**config.mk**
```make
export PLATFORM = sky130hd
export DESIGN_NAME = instr_cache_refill_ctrl
export DESIGN_NICKNAME = d
export VERILOG_FILES = /design/src/rtl/instr_cache_pkg.sv /design/src/rtl/instr_cache_line_assembler.sv /design/src/rtl/instr_cache_refill_ctrl.sv
export SDC_FILE = /design/constraint.sdc
export NUM_CORES = 1
export LEC_CHECK = 0
export ABC_AREA = 1
export CAP_MARGIN = 10
export CORE_MARGIN = 10
export CORE_UTILIZATION = 35
export CTS_BUF_LIST = sky130_fd_sc_hd__clkbuf_4 sky130_fd_sc_hd__clkbuf_8 sky130_fd_sc_hd__clkbuf_16
export DETAILED_ROUTE_END_ITERATION = 12
export GPL_TIMING_DRIVEN = 0
export REMOVE_ABC_BUFFERS = 1
export SLEW_MARGIN = 20
export SYNTH_ARGS = -nofsm -noshare
export SYNTH_HDL_FRONTEND = slang
export SYNTH_HIERARCHICAL = 1
export SYNTH_SLANG_ARGS = --single-unit
```
**constraint.sdc**
```tcl
create_clock -name clk_i -period 2.16 [get_ports clk_i]
set_input_delay 0.432 -clock clk_i [delete_from_list [all_inputs] [get_ports clk_i]]
set_output_delay 0.432 -clock clk_i [all_outputs]
set_load 0.01 [all_outputs]
```
**src/rtl/instr_cache_pkg.sv**
```systemverilog
// Shared constants and state encoding for the instruction-cache refill path.
package instr_cache_pkg;

   localparam int BEAT_COUNT       = 4;
   localparam int BEAT_WIDTH       = 32;
   localparam int LINE_WIDTH       = BEAT_COUNT * BEAT_WIDTH;
   localparam int LINE_OFFSET_BITS = 4;
   localparam int BEAT_IDX_BITS    = $clog2(BEAT_COUNT);

   typedef enum logic [1:0] {
      IDLE,
      FETCH,
      WRITE
   } refill_state_t;

endpackage

```
**src/rtl/instr_cache_line_assembler.sv**
```systemverilog
// Collects 32-bit memory beats into one 128-bit cache line register.
module instr_cache_line_assembler
   import instr_cache_pkg::*;
(
   input  logic                     clk_i,
   input  logic                     rst_i,
   input  logic [BEAT_IDX_BITS-1:0] beat_idx,
   input  logic [BEAT_WIDTH-1:0]    beat_data,
   input  logic                     beat_valid,
   input  logic                     clear,
   output logic [LINE_WIDTH-1:0]    line
);

   // NOTE: the line register is a plain datapath register, not a RAM, so it takes
   // the reset value directly and drives a known zero out of reset.
   always_ff @(posedge clk_i) begin
      if (!rst_i || clear) begin
         line <= '0;
      end else if (beat_valid) begin
         line[beat_idx*BEAT_WIDTH +: BEAT_WIDTH] <= beat_data;
      end
   end

endmodule

```
**src/rtl/instr_cache_refill_ctrl.sv**
```systemverilog
// Instruction-cache refill controller: four word reads, line assembly, one-cycle row write.
// Optional watchdog abort enabled by defining REFILL_TIMEOUT_EN.
module instr_cache_refill_ctrl
   import instr_cache_pkg::*;
#(
   parameter int ADDR_WIDTH     = 5,
   parameter int MEM_ADDR_WIDTH = 32,
   parameter int TIMEOUT_CYCLES = 255
) (
   input  logic                          clk_i,
   input  logic                          rst_i,
   input  logic                          miss_i,
   input  logic [MEM_ADDR_WIDTH-1:0]     miss_addr_i,
   output logic                          busy_o,
   output logic                          done_o,
   output logic                          error_o,
   output logic                          mem_req_o,
   output logic [MEM_ADDR_WIDTH-1:0]     mem_addr_o,
   input  logic                          mem_gnt_i,
   input  logic                          mem_rvalid_i,
   input  logic [BEAT_WIDTH-1:0]         mem_rdata_i,
   output logic [LINE_WIDTH-1:0]         flush_data_o,
   output logic [(1<<(ADDR_WIDTH-2))-1:0] flushing_n_o
);

   localparam int ROW_BITS  = ADDR_WIDTH - 2;
   localparam int ROW_COUNT = 1 << ROW_BITS;
   localparam logic [2:0] LAST_BEAT = 3'(BEAT_COUNT - 1);
   localparam logic [2:0] ALL_BEATS = 3'(BEAT_COUNT);
   localparam logic [MEM_ADDR_WIDTH-1:0] LINE_MASK =
      MEM_ADDR_WIDTH'((1 << LINE_OFFSET_BITS) - 1);

   refill_state_t               state;
   logic [MEM_ADDR_WIDTH-1:0]   base;
   logic [ROW_BITS-1:0]         row;
   logic [2:0]                  req_cnt;
   logic [2:0]                  rsp_cnt;
   logic [2:0]                  req_next;
   logic [MEM_ADDR_WIDTH-1:0]   miss_base;
   logic                        accept;
   logic                        beat_valid;

`ifdef REFILL_TIMEOUT_EN
   localparam int TMO_BITS = $clog2(TIMEOUT_CYCLES + 1);
   logic [TMO_BITS-1:0] tmo_cnt;
`else
   assign error_o = 1'b0;
`endif

   assign miss_base  = miss_addr_i & ~LINE_MASK;
   assign req_next   = req_cnt + 3'd1;
   assign accept     = (state == IDLE) && miss_i;
   assign beat_valid = (state == FETCH) && mem_rvalid_i && (rsp_cnt < ALL_BEATS);

   instr_cache_line_assembler u_line (
      .clk_i      (clk_i),
      .rst_i      (rst_i),
      .beat_idx   (rsp_cnt[BEAT_IDX_BITS-1:0]),
      .beat_data  (mem_rdata_i),
      .beat_valid (beat_valid),
      .clear      (accept),
      .line       (flush_data_o)
   );

   // NOTE: one clocked process holds state, counters and every registered output,
   // all with non-blocking assignments; the last assignment in program order wins.
   always_ff @(posedge clk_i) begin
      if (!rst_i) begin
         state        <= IDLE;
         base         <= '0;
         row          <= '0;
         req_cnt      <= '0;
         rsp_cnt      <= '0;
         busy_o       <= 1'b0;
         done_o       <= 1'b0;
         mem_req_o    <= 1'b0;
         mem_addr_o   <= '0;
         flushing_n_o <= '1;
`ifdef REFILL_TIMEOUT_EN
         error_o      <= 1'b0;
         tmo_cnt      <= '0;
`endif
      end else begin
         done_o       <= 1'b0;
         flushing_n_o <= '1;
`ifdef REFILL_TIMEOUT_EN
         error_o      <= 1'b0;
`endif
         case (state)
            IDLE: begin
               if (miss_i) begin
                  base       <= miss_base;
                  row        <= miss_addr_i[ADDR_WIDTH+1:LINE_OFFSET_BITS];
                  req_cnt    <= '0;
                  rsp_cnt    <= '0;
                  mem_req_o  <= 1'b1;
                  mem_addr_o <= miss_base;
                  busy_o     <= 1'b1;
                  state      <= FETCH;
`ifdef REFILL_TIMEOUT_EN
                  tmo_cnt    <= '0;
`endif
               end
            end

            FETCH: begin
               // mem_req_o is high exactly while req_cnt < 4, so req_cnt saturates at 4.
               if (mem_req_o && mem_gnt_i) begin
                  req_cnt <= req_next;
                  if (req_cnt == LAST_BEAT) begin
                     mem_req_o <= 1'b0;
                  end else begin
                     mem_addr_o <= base + (MEM_ADDR_WIDTH'(req_next) << 2);
                  end
               end
               if (beat_valid) begin
                  rsp_cnt <= rsp_cnt + 3'd1;
                  if (rsp_cnt == LAST_BEAT) begin
                     state        <= WRITE;
                     flushing_n_o <= ~(ROW_COUNT'(1) << row);
                  end
               end
`ifdef REFILL_TIMEOUT_EN
               if (mem_rvalid_i) begin
                  tmo_cnt <= '0;
               end else if (tmo_cnt == TMO_BITS'(TIMEOUT_CYCLES)) begin
                  state     <= IDLE;
                  busy_o    <= 1'b0;
                  mem_req_o <= 1'b0;
                  error_o   <= 1'b1;
                  tmo_cnt   <= '0;
               end else begin
                  tmo_cnt <= tmo_cnt + 1'b1;
               end
`endif
            end

            WRITE: begin
               state  <= IDLE;
               busy_o <= 1'b0;
               done_o <= 1'b1;
            end

            default: state <= IDLE;
         endcase
      end
   end

endmodule

```
Word level (Yosys, flattened, before mapping)
Index checks and enable logic that the tools add are counted.
{ "word_totals": {"ff_bits": 210, "inputBits": 69, "output_inout_bits": 172} }
{ "classes": {"add_sub_neg": 4, "magnitude_cmp": 1, "eq_ne": 10, "n_shift": 3, "n_mux": 20, "bitwise": 1, "reduce_logical": 17} }
{ "op_table": {"columns": ["op", "n"], "rows": [
  ["$bwmux W128", 1],
  ["$shift A32 B34 Y128 const A", 1],
  ["$shiftx A32 B34 Y128", 1],
  ["$mux W32", 3],
  ["$pmux W32 S2", 1],
  ["$neg A7 Y34", 1],
  ["$add A32 B5 Y32", 1],
  ["$pmux W3 S2", 2],
  ["$reduce_and A4 Y1", 3],
  ["$mux W3", 3],
  ["$reduce_and A3 Y1", 3],
  ["$not A8 Y8", 1],
  ["$shl A1 B3 Y8 const A", 1],
  ["$add A3 B1 Y3 const B", 2],
  ["$eq A3 B2 Y1 const B", 2],
  ["$mux W2", 3],
  ["$ne A2 B1 Y1 const B", 3],
  ["$ne A2 B2 Y1 const B", 3],
  ["$logic_and A1 B1 Y1", 4],
  ["$mux W1", 4],
  ["$pmux W1 S2", 2],
  ["$pmux W2 S2", 1],
  ["$reduce_and A2 Y1", 2],
  ["$reduce_bool A2 Y1", 2],
  ["6 further kinds", 6]
]} }

Longest topological paths before layout
{ "logic_depth": {"ltp_word": 5, "depth_mapped": 14, "depth_no_buf": 14} }

Modules after synthesis
The synthesis kept the hierarchy.
{ "modules_own_cells": {"columns": ["mod", "instances", "cells_per_inst", "area_per_inst_um2", "seq_area_each_um2"], "rows": [
  ["instr_cache_line_assembler", 1, 745, 5119.9, 2562.5],
  ["instr_cache_refill_ctrl", 1, 535, 3709.8, 1541.5]
]} }

Worst setup path after synthesis
No wires, ideal clock.
{ "synth_timing": {"kind": "reg-to-reg", "from": "reg req_cnt[0]", "to": "reg mem_addr_o[26]", "arrival_ns": 1.903, "required_ns": 2.028, "setup_slack_ns": 0.125, "path_stages_with_launch": 15, "period_less_slack_ns": 2.035, "path_cell_list": "dfxtp_1 -> ha_1 -> ha_1 -> inv_1 -> ha_1 -> ha_1 -> nand2_1 -> nor2_2 -> nand2_1 -> nor2_2 -> nand2_1 -> nand2_1 -> nand3_1 -> nand2_1 -> a21oi_1"} }
{ "synth_between": {"elab_chain_cells": 5, "word_cells_on_any_way": 8, "cone_classes": "add/sub (2); eq/ne (2); mux (3); reduce/logical (1)"} }
{ "synth_rtl": {"columns": ["element", "line_no", "source"], "rows": [
  ["from (decl)", "instr_cache_refill_ctrl.sv:36", "logic [2:0] req_cnt;"],
  ["from (signal assigned)", "instr_cache_refill_ctrl.sv:109", "req_cnt <= req_next;"],
  ["$add A3 B1 Y3", "instr_cache_refill_ctrl.sv:51", "assign req_next = req_cnt + 3'd1;"],
  ["$add A32 B5 Y32", "instr_cache_refill_ctrl.sv:113", "mem_addr_o <= base + (MEM_ADDR_WIDTH'(req_next) << 2);"],
  ["$mux W32", "instr_cache_refill_ctrl.sv:110", "if (req_cnt == LAST_BEAT) begin"],
  ["$mux W32", "instr_cache_refill_ctrl.sv:108", "if (mem_req_o && mem_gnt_i) begin"],
  ["$pmux W32 S2", "instr_cache_refill_ctrl.sv:89", "case (state)"],
  ["to (signal assigned)", "instr_cache_refill_ctrl.sv:97", "mem_addr_o <= miss_base;"],
  ["to (signal assigned)", "instr_cache_refill_ctrl.sv:113", null],
  ["to (decl)", "instr_cache_refill_ctrl.sv:18", "output logic [MEM_ADDR_WIDTH-1:0] mem_addr_o,"]
]} }
Parallel ways exist; a longest one is shown, timed or not. The select of a mux whose other input is x is not followed.
A chain may end at the register's enable or synchronous reset.

Worst setup path after layout
{ "layout_timing": {"from": "reg req_cnt[1]", "to": "reg mem_addr_o[24]"} }
The elaborated chain is that of the path after synthesis.

==> summary.txt <==
Maximum VDD drop: 0.5842 mV
Post-route minimum period: 2.103 ns
Area of the multi-input gates: 4329 um^2
Routed wire per std cell: 17.71 um
Initial antenna violation count: 0
Skew final: 0.006350 ns
Final period utilization: 97.35%
ANT nets after route: 0
Initial DRC count: 518
Vias per std cell: 4.771
Routability cong.: 0.8280
Synth warnings: 6
Core box area: 25,040 um^2
CTS tree: done
Fillers: 2,447
Post-Route WL: 32,930 um
Clock Tree Buf Depth: 3
Compound-Gate Fraction of Synth Area: 14.57%
DP HPWL: 21,070 um
Worst-path fanout max: 6
# clock sinks: 205
Worst EP arrival: 2.46 ns
Util after Layout: 51.98%
Register Area: 4113 um^2
Placed Instances: 1,782
Die X: 178.8 um
Final net count: 1,593
Post-synth cell types: 31
Root Buffer: clkbuf_16
Reg clk slew, reported paths: 0.06 ns
Synth async-reset ratio: 0%
Max Fclk: 475.6 MHz
Synth area leaders: dfxtp_1, nand2_1, a21oi_1, nor2_1, inv_1
Layout cells sized above 1: 9.941%
Area growth syn-to-layout: 47.39%
Io pins: 241
Crit start category: register
Most used cell, CP: ha_4
Die ar.: 31,980 um^2
Worst Hold Slack: 0.4604 ns
Synth Area in XOR/XNOR: 0.8927%
Main combinational cell family by area after synthesis: simple AND/OR/NAND/NOR gates
Crit path required time: 2.52 ns
Multiplexer area fraction after synthesis: 0%
Synth Area in Simple Gates: 28.13%
Setup crit end kind: register
CP Class: reg -> reg
Largest net degree at the start of global routing: 45
Core Rows: 58
Vias: 8,874
GRT Util Overall: 19.48%
Pleak: 4.948 nW
Hold WC Path Type: in -> reg
GR Util met2: 32.04%
Pwr dens: 727.8 nW/um^2
Outcome: completed
Area leader, netlist: dfxtp_1
GR Util met3: 7.772%
Routing usage on met1: 23.66%
R2R Setup Slk: 0.06 ns
Synthesized flop and latch total: 205
First-pass GRT wire length: 49,810 um
Die height: 178.8 um
CP max-delay cell: dfxtp_2
TritonCTS buffer count: 24
Worst path max stage delay: 0.34 ns
Final hold violations: 0
Cells after Synth: 1,280
Slew Limit Fails: 0
Mean Syn Cell Area: 6.898 um^2
Synth top area share: 46.48%
IO buf count: 233
Clock Latency Late Sink: 0.51 ns
Worst path cell trace: ha_4 -> ha_4 -> inv_4 -> ha_4 -> ha_4 -> nand2_4 -> nor2_4 -> nand2_4 -> nor2_4 -> nand2_1 -> nand2_1 -> nand3_2 -> nand2_1 -> a21oi_1
Initial DRT Pass Iterations: 5
RSZ-0062 raised after global routing: yes
Seq/Total Area, Yosys: 46.48%
Initial core utilization: 35.27%
Predominant post-synthesis flop cell: dfxtp_1
Adder-Cell Fraction of Synth Area: 1.559%
EDFF count, synth: 0
DRC errors left: 0
Layout Cells excl Fill: 1,860
Vias in the first global route: 8,611
H-tree Lvls: 1
Mapped Area: 8830 um^2
Grt ovf: 0
GRT busiest layer: met2
Slew headroom: 28.65%
Max-Cap Viols: 0
Worst Tran Pin Value: 1.069 ns
Final setup fails: 0
-- through the flow --
stage / TNS (ns) / setup slack (ns) / power (W) / cell area, um^2
CTS: 0 / 0.003826 / 0.009503 / 12760
finish: 0 / 0.05725 / 0.009472 / 13010
global placement: -621.06 / -4.275 / 0.004973 / 11230
detailed placement: -168.14 / -1.359 / 0.005032 / 11560
global route: -0.2262 / -0.04852 / 0.009835 / 13010
floorplan: -194.33 / -1.515 / 0.004510 / 8488
-- flip-flops by register name, indices dropped and copies added (netlist names) --
register      flops
busy_o            1
done_o            1
flushing_n_o      8
mem_req_o         1
req_cnt           3
state             2
u_line/line     128
base             26
mem_addr_o       30
row               2
rsp_cnt           3
-- logic make-up (layout without fill, tap and decap cells) --
logic type | Yosys count | in the layout
adders and majority gates | 11 | 11
and+or+nand+nor | 622 | 627
other | 1 | 4
buffers and inverters | 178 | 419
AOI/OAI and AO/OA | 254 | 255
xor gates and xnor gates | 9 | 9
DFF | 205 | 205
-- path summary, 6_finish.rpt --
check | cells past startpoint | endpoint | start
setup / recovery | 14 | mem_addr_o[24] | req_cnt[1]
hold / removal | 3 | base[17] | rst_i
setup reg to reg | 14 | mem_addr_o[24] | req_cnt[1]
hold reg to reg | 2 | u_line/line[96] | u_line/line[96]
-- cells in the final DEF (no fill, tap or decap), drive strengths merged --
cell type      instances
nand4                  1
xor2                   5
conb                   3
nand3                 31
a21oi                195
clkinvlp               3
dfxtp                205
inv                  100
buf                   40
o22ai                  1
clkdlybuf4s50        232
clkbuf                33
diode                  1
ha                    11
a22oi                  1
bufinv                 4
bufbuf                 1
o21bai                 2
a31oi                  2
o21ai                 54
clkinv                 6
nor2                 171
nand3b                 1
nand2                421
xnor2                  4
and2                   2
-- Yosys cell counts (2+ instances only) --
cell      number
inv_2          2
a21oi_1      195
clkbuf_1      38
xor2_1         5
nand2_2        4
buf_1          7
dfxtp_1      205
nand3_1       30
o21ai_0       52
o21bai_1       2
buf_4          7
buf_6          2
nand2_1      413
and2_1         2
nor2_4         5
nor2_1       154
ha_1          11
xnor2_1        4
a31oi_1        2
buf_2         21
nor2_2         9
inv_1        101
-- routing by layer --
metal	part of all wire [%]	up-vias
met1	42	4112
met5	0	-
met3	10	27
li1	-	4487
met4	1.3	0
met2	47	248
-- timing repair --
item,in CTS,in global routing
hold buffers,0,0
buffers inserted,16,11
setup endpoints to repair,168,144
cloned,5,3
pin swaps,15,21
resized for setup,32,28
-- where the power goes --
group          switching, W  leakage [nW]  internal (W)  total, W
logic              0.000622          2.85      0.000460   0.00108
clock network       0.00163         0.433       0.00277   0.00440
registers         0.0000992          1.67       0.00389   0.00399
total               0.00235          4.95       0.00712   0.00947
-- cell type report --
class / count / area share (%)
diodes: 1 / 0.01923
flip-flops and latches: 205 / 31.60
inverters: 103 / 3.134
well taps: 330 / 3.173
repair buffers: 274 / 22.20
clock buffers: 32 / 5.451
clock inverters: 10 / 1.154
multi-input cells: 905 / 33.27
-- critical path: cells and delay by family, from the launching register on --
family / cells / cell delay, ns
simple gates: 8 / 0.84
fa+ha+maj: 4 / 0.65
compound gates: 1 / 0.05
buf+inv: 1 / 0.06
flops: 1 / 0.34
Power figures use the tool's default switching activity.
